File: config.mk
export PLATFORM = sky130hd
export DESIGN_NAME = seq_detect_mealy
export DESIGN_NICKNAME = d
export VERILOG_FILES = /design/src/rtl/lab_fsm_pkg.sv /design/src/rtl/sat_counter.sv /design/src/rtl/seq_detect_mealy.sv
export SDC_FILE = /design/constraint.sdc
export NUM_CORES = 1
export LEC_CHECK = 0
export CORE_ASPECT_RATIO = 0.7
export CORE_UTILIZATION = 44
export DETAILED_ROUTE_END_ITERATION = 10
export PLACE_DENSITY = 0.74
export SETUP_SLACK_MARGIN = 0.05
export SLEW_MARGIN = 20
export SYNTH_ARGS = -nofsm -noshare
export SYNTH_HDL_FRONTEND = slang
export SYNTH_SLANG_ARGS = --single-unit
File: constraint.sdc
create_clock -name clock -period 1.81 [get_ports clock]
set_clock_uncertainty 0.2 [all_clocks]
set_input_delay 0.181 -clock clock [delete_from_list [all_inputs] [get_ports clock]]
set_output_delay 0.181 -clock clock [all_outputs]
set_load 0.01 [all_outputs]
File: src/rtl/lab_fsm_pkg.sv
// Shared constants and helpers for the lab FSM family of serial detectors.
package lab_fsm_pkg;

    localparam int DEF_N  = 4;
    localparam int DEF_CW = 8;
    localparam logic [DEF_N-1:0] DEF_RESET_PATTERN = 4'b1011;

    typedef enum logic {
        MODE_NON_OVERLAP = 1'b0,
        MODE_OVERLAP     = 1'b1
    } overlap_mode_e;

    // Bits needed to hold the values 0..max_val (at least one bit).
    function automatic int width_for(input int max_val);
        int w;
        w = 1;
        while ((1 << w) <= max_val) w++;
        return w;
    endfunction

endpackage

File: src/rtl/sat_counter.sv
// CW-bit up counter with synchronous clear that sticks at its maximum value.
module sat_counter #(
    parameter int CW = 8
) (
    input  logic          clock,
    input  logic          reset,
    input  logic          i_clr,
    input  logic          i_inc,
    output logic [CW-1:0] o_count
);

    logic [CW-1:0] r_count;

    always_ff @(posedge clock or negedge reset) begin
        if (!reset) begin
            r_count <= '0;
        end else if (i_clr) begin
            r_count <= '0;
        end else if (i_inc && (r_count != {CW{1'b1}})) begin
            r_count <= r_count + CW'(1);
        end
    end

    assign o_count = r_count;

endmodule

File: src/rtl/seq_detect_mealy.sv
// Mealy serial-pattern detector: runtime-loadable N-bit pattern, overlap and
// non-overlap modes, sample enable and a saturating match counter.
module seq_detect_mealy
    import lab_fsm_pkg::*;
#(
    parameter int            N             = DEF_N,
    parameter int            CW            = DEF_CW,
    parameter logic [N-1:0]  RESET_PATTERN = N'(DEF_RESET_PATTERN)
) (
    input  logic          clock,
    input  logic          reset,
    input  logic          x,
    input  logic          en,
    input  logic          load,
    input  logic [N-1:0]  pattern_in,
    input  logic          overlap,
    output logic          z,
    output logic          z_q,
    output logic [CW-1:0] match_count
);

    localparam int             FW        = width_for(N - 1);
    localparam logic [FW-1:0]  FILL_FULL = FW'(N - 1);

    logic [N-1:0]  r_pattern;
    logic [N-2:0]  r_hist;
    logic [FW-1:0] r_fill;
    logic          r_z_q;

    logic [N-1:0]  w_window;
    logic          w_accept;
    logic          w_full;
    logic          w_z;
    logic          w_restart;

    // Oldest history bit lands in the MSB, so the window lines up with the
    // pattern's first-received bit at N-1.
    assign w_window  = {r_hist, x};
    assign w_accept  = en & ~load;
    assign w_full    = (r_fill == FILL_FULL);
    assign w_z       = w_accept & w_full & (w_window == r_pattern);
    assign w_restart = w_z & (overlap_mode_e'(overlap) == MODE_NON_OVERLAP);

    always_ff @(posedge clock or negedge reset) begin
        if (!reset) begin
            r_pattern <= RESET_PATTERN;
            r_hist    <= '0;
            r_fill    <= '0;
            r_z_q     <= 1'b0;
        end else begin
            r_z_q <= w_z;
            if (load) begin
                r_pattern <= pattern_in;
                r_hist    <= '0;
                r_fill    <= '0;
            end else if (en) begin
                if (w_restart) begin
                    r_hist <= '0;
                    r_fill <= '0;
                end else begin
                    r_hist <= w_window[N-2:0];
                    if (!w_full) r_fill <= r_fill + FW'(1);
                end
            end
        end
    end

    sat_counter #(.CW(CW)) u_count (
        .clock   (clock),
        .reset   (reset),
        .i_clr   (load),
        .i_inc   (w_z),
        .o_count (match_count)
    );

    assign z   = w_z;
    assign z_q = r_z_q;

endmodule

==> key figures <==
Outcome
  • Status: finished with violations
  • Failing checks: negative setup slack

Finish
  • Post-route cell area: around 1400 µm²
  • Layout cells sized above 1: 38.4%
  • Final core occ: 72.1%
  • Layout area overhead: 49.9%
  • Nets: 138
  • Ant diodes: 0

Route
  • DRT Pass-1 Iters: 4
  • Residual DRC count: 0
  • WL met3: 122 µm
  • Antenna-violating nets left: 0
  • Initial drt markers: 12
  • WL final: 2.36 mm
  • WL met2: 1.10 mm
  • Vias per std cell: 5.38
  • WL/cell: roughly 16 µm
  • Top Metal Used: met4
  • WL met1: 1.10 mm
  • DR vias: 791

Timing
  • Max-slew violation count: 0
  • Setup-failing EPs final: 6
  • Tmin final: ~1900 ps
  • Slew margin rel.: 78.9%
  • Worst-Margin Slew: 315 ps
  • Final Worst Setup Slack: -74.9 ps
  • F_max: 0.531 GHz
  • Fin Setup TNS: -235 ps
  • RSZ-0062 raised after global routing: true
  • Crit share post-route: 104%
  • Final hold viol count: 0

Clocking
  • Clk buf depth: 2
  • CTS buffer count: 3
  • Clock-pin transition on the worst setup and hold timing paths: 120 ps
  • CTS tree: done
  • Clock sink count: 18
  • Root buffer cell: clkbuf_4
  • CTS H-Tree Depth: 1
  • Worst-Skew Late Latency: slightly above 300 ps

Yosys
  • Register bit total from synthesis: 18
  • Gate Count Post-Synth: 85
  • Synth cell types: 29
  • Top-count cell post-synth: dfrtp_1
  • Adder-Cell Fraction of Synth Area: 2.71%
  • Post-Syn Nets: 97
  • Cell taking the most area after synthesis: dfrtp_1
  • Largest family of logic cells by synthesized area: simple AND/OR/NAND/NOR gates
  • Synth top area share: 40.7%
  • Post-synth top flop: dfrtp_1
  • Post-Syn Area: 923 µm²
  • Top post-synthesis cells by area: dfrtp_1, dfstp_2, a21oi_1
  • Post-Synth Simple-Gate Area: 23.7%
  • Mean post-synth cell area: 10.9 µm²
  • Most instantiated cells after synthesis: dfrtp_1, a21oi_1, nand3_1, o21ai_0, xor2_1
  • Sequential area share after synthesis: 49.2%
  • YS warnings: 0
  • Fraction of registers with async set/reset: 100%
  • Multiplexer share of the synthesized area: 4.88%
  • Synth Area in Compound Gates: 11.5%
  • Post-synth EDFFs: 0
  • Xor and xnor area share after synthesis: under 10%

Global route
  • GRT overflow: 0
  • Vias in the first global route: 739
  • Largest net degree at the start of global routing: 19
  • First-pass GRT wire length: 3.64 mm
  • Gr usage total: 22.7%
  • Initial antenna violation count: 0

Floorplanning
  • Core Area: 1920 µm²
  • # IOs: 20
  • Die Wd: 56.8 µm
  • Cell Rows: 13
  • Initial core utilization: 48.1%
  • Die height: 40.3 µm
  • Die area: 2290 µm²

Power
  • Design Power: ~800 µW
  • Static Leak: 0.640 nW
  • P_sw: roughly 200 µW
  • Int Pwr: about 610 µW
  • Clock share of power: about a third
  • Logic pwr share: 14.2%
  • Total power per unit cell area: 581 nW/µm²
  • Switching part of the total: 24.6%
  • VDD IR max: between 0.4 and 0.5 mV
  • Sequential Power Share: 54.1%

Setup path
  • Worst Setup Start Kind: flip-flop
  • Critical path required time: 1840 ps
  • WP data arrival: roughly 1900 ps
  • Cell breakdown of the critical path: xor2_2 -> nor3_4 -> buf_6 -> nand3_4 -> or3_1 -> a21oi_2
  • CP max FO: 5
  • Critical path class: flip-flop to flip-flop
  • Max stage delay cell, worst path: dfstp_2
  • Largest stage delay, worst path: 570 ps
  • CP endpoint kind: flip-flop

Placement
  • IO buf count: 19
  • Detailed placement HPWL: 1.58 mm
  • GP Congestion: 0.759
  • Post-DP Area: 1230 µm²
  • Post-Place Setup Slack: -228 ps

Hold path
  • Worst min path class: input port to flip-flop

Job
  • Maximum Capacitance Violations: 0
path summary, 6_finish.rpt:
path                                from                 end  slack [ps]  depth (start not counted)
max                         r_pattern[1]  u_count.o_count[3]         -70                          6
min                        pattern_in[0]        r_pattern[0]         290                          2
max reg2reg                 r_pattern[1]  u_count.o_count[3]         -70                          6
min reg2reg                 r_pattern[2]        r_pattern[2]         330                          1
max in group asynchronous          reset        r_pattern[1]         600                          3
min in group asynchronous          reset  u_count.o_count[6]         530                          3
metrics by stage:
| stage | cells | hold WS, ps |
|---|---|---|
| after floorplan | 85 | -315 |
| after global placement | 138 | 314 |
| after detailed placement | 138 | 319 |
| after CTS | 145 | 289 |
| after global routing | 147 | 288 |
| final | 147 | 287 |
state kept, by name (all words and copies together), names as in the netlist:
register         flops
r_hist               3
r_fill               2
z_q                  1
r_pattern            4
u_count.o_count      8
power by group through the flow:
| stage | combinational (mW) | sequential, mW | clock (mW) |
|---|---|---|---|
| 6_report | 0.114 | 0.435 | 0.255 |
| 5_1_grt | 0.122 | 0.437 | 0.276 |
| 4_1_cts | 0.109 | 0.434 | 0.259 |
| 3_5_place_dp | 0.0990 | 0.440 | 0 |
| 3_3_place_gp | 0.0965 | 0.439 | 0 |
| 2_1_floorplan | 0.0516 | 0.438 | 0 |
cell type report:
| cell class | instances | area [µm²] |
|---|---|---|
| fillers | 127 | 536 |
| multi-input cells | 63 | 504 |
| flip-flops and latches | 18 | 454 |
| repair buffers | 39 | 358 |
| clock buffers | 4 | 36.3 |
| well taps | 22 | 27.5 |
| inverters | 1 | 3.75 |
critical path, delay by kind of cell, from the launching register on:
kind | cells | cell delay, ps
buffers and inverters | 1 | 150
AOI/OAI and AO/OA | 1 | 130
DFF | 1 | 570
and+or+nand+nor | 3 | 690
xor gates and xnor gates | 1 | 90
cells in the final DEF, fill, tap and decap left out, drive strengths merged, types with 2 or more instances in the layout:
master,netlist,layout
clkdlybuf4s50,0,14
ha,2,2
dlymetal6s2s,0,3
nand2,4,4
nand2b,3,3
buf,2,20
nand3,10,10
dfrtp,15,15
nor3,2,2
nand4,3,3
mux2,4,4
o21ai,5,5
or3,4,4
a21oi,9,9
xor2,5,5
dfstp,3,3
clkbuf,1,4
cells by family after synthesis:
group	Yosys count
DFF	18
muxes	4
and+or+nand+nor	34
buffers and inverters	4
adders and majority gates	2
AOI/OAI and AO/OA	18
xor gates and xnor gates	5
routing by layer:
metal	vias up	track usage, %
met5	-	0
li1	392	-
met1	377	28.7
met3	4	8.06
met4	0	7.32
met2	18	37.8
repair_timing:
item                                    CTS  global route
buffers inserted                          2             2
pin swaps                                 8            11
endpoints found under the setup margin   12            17
hold endpoints to repair                  8             0
hold buffers                              1             0
gates resized for setup                  15            10
Power figures use the tool's default switching activity.
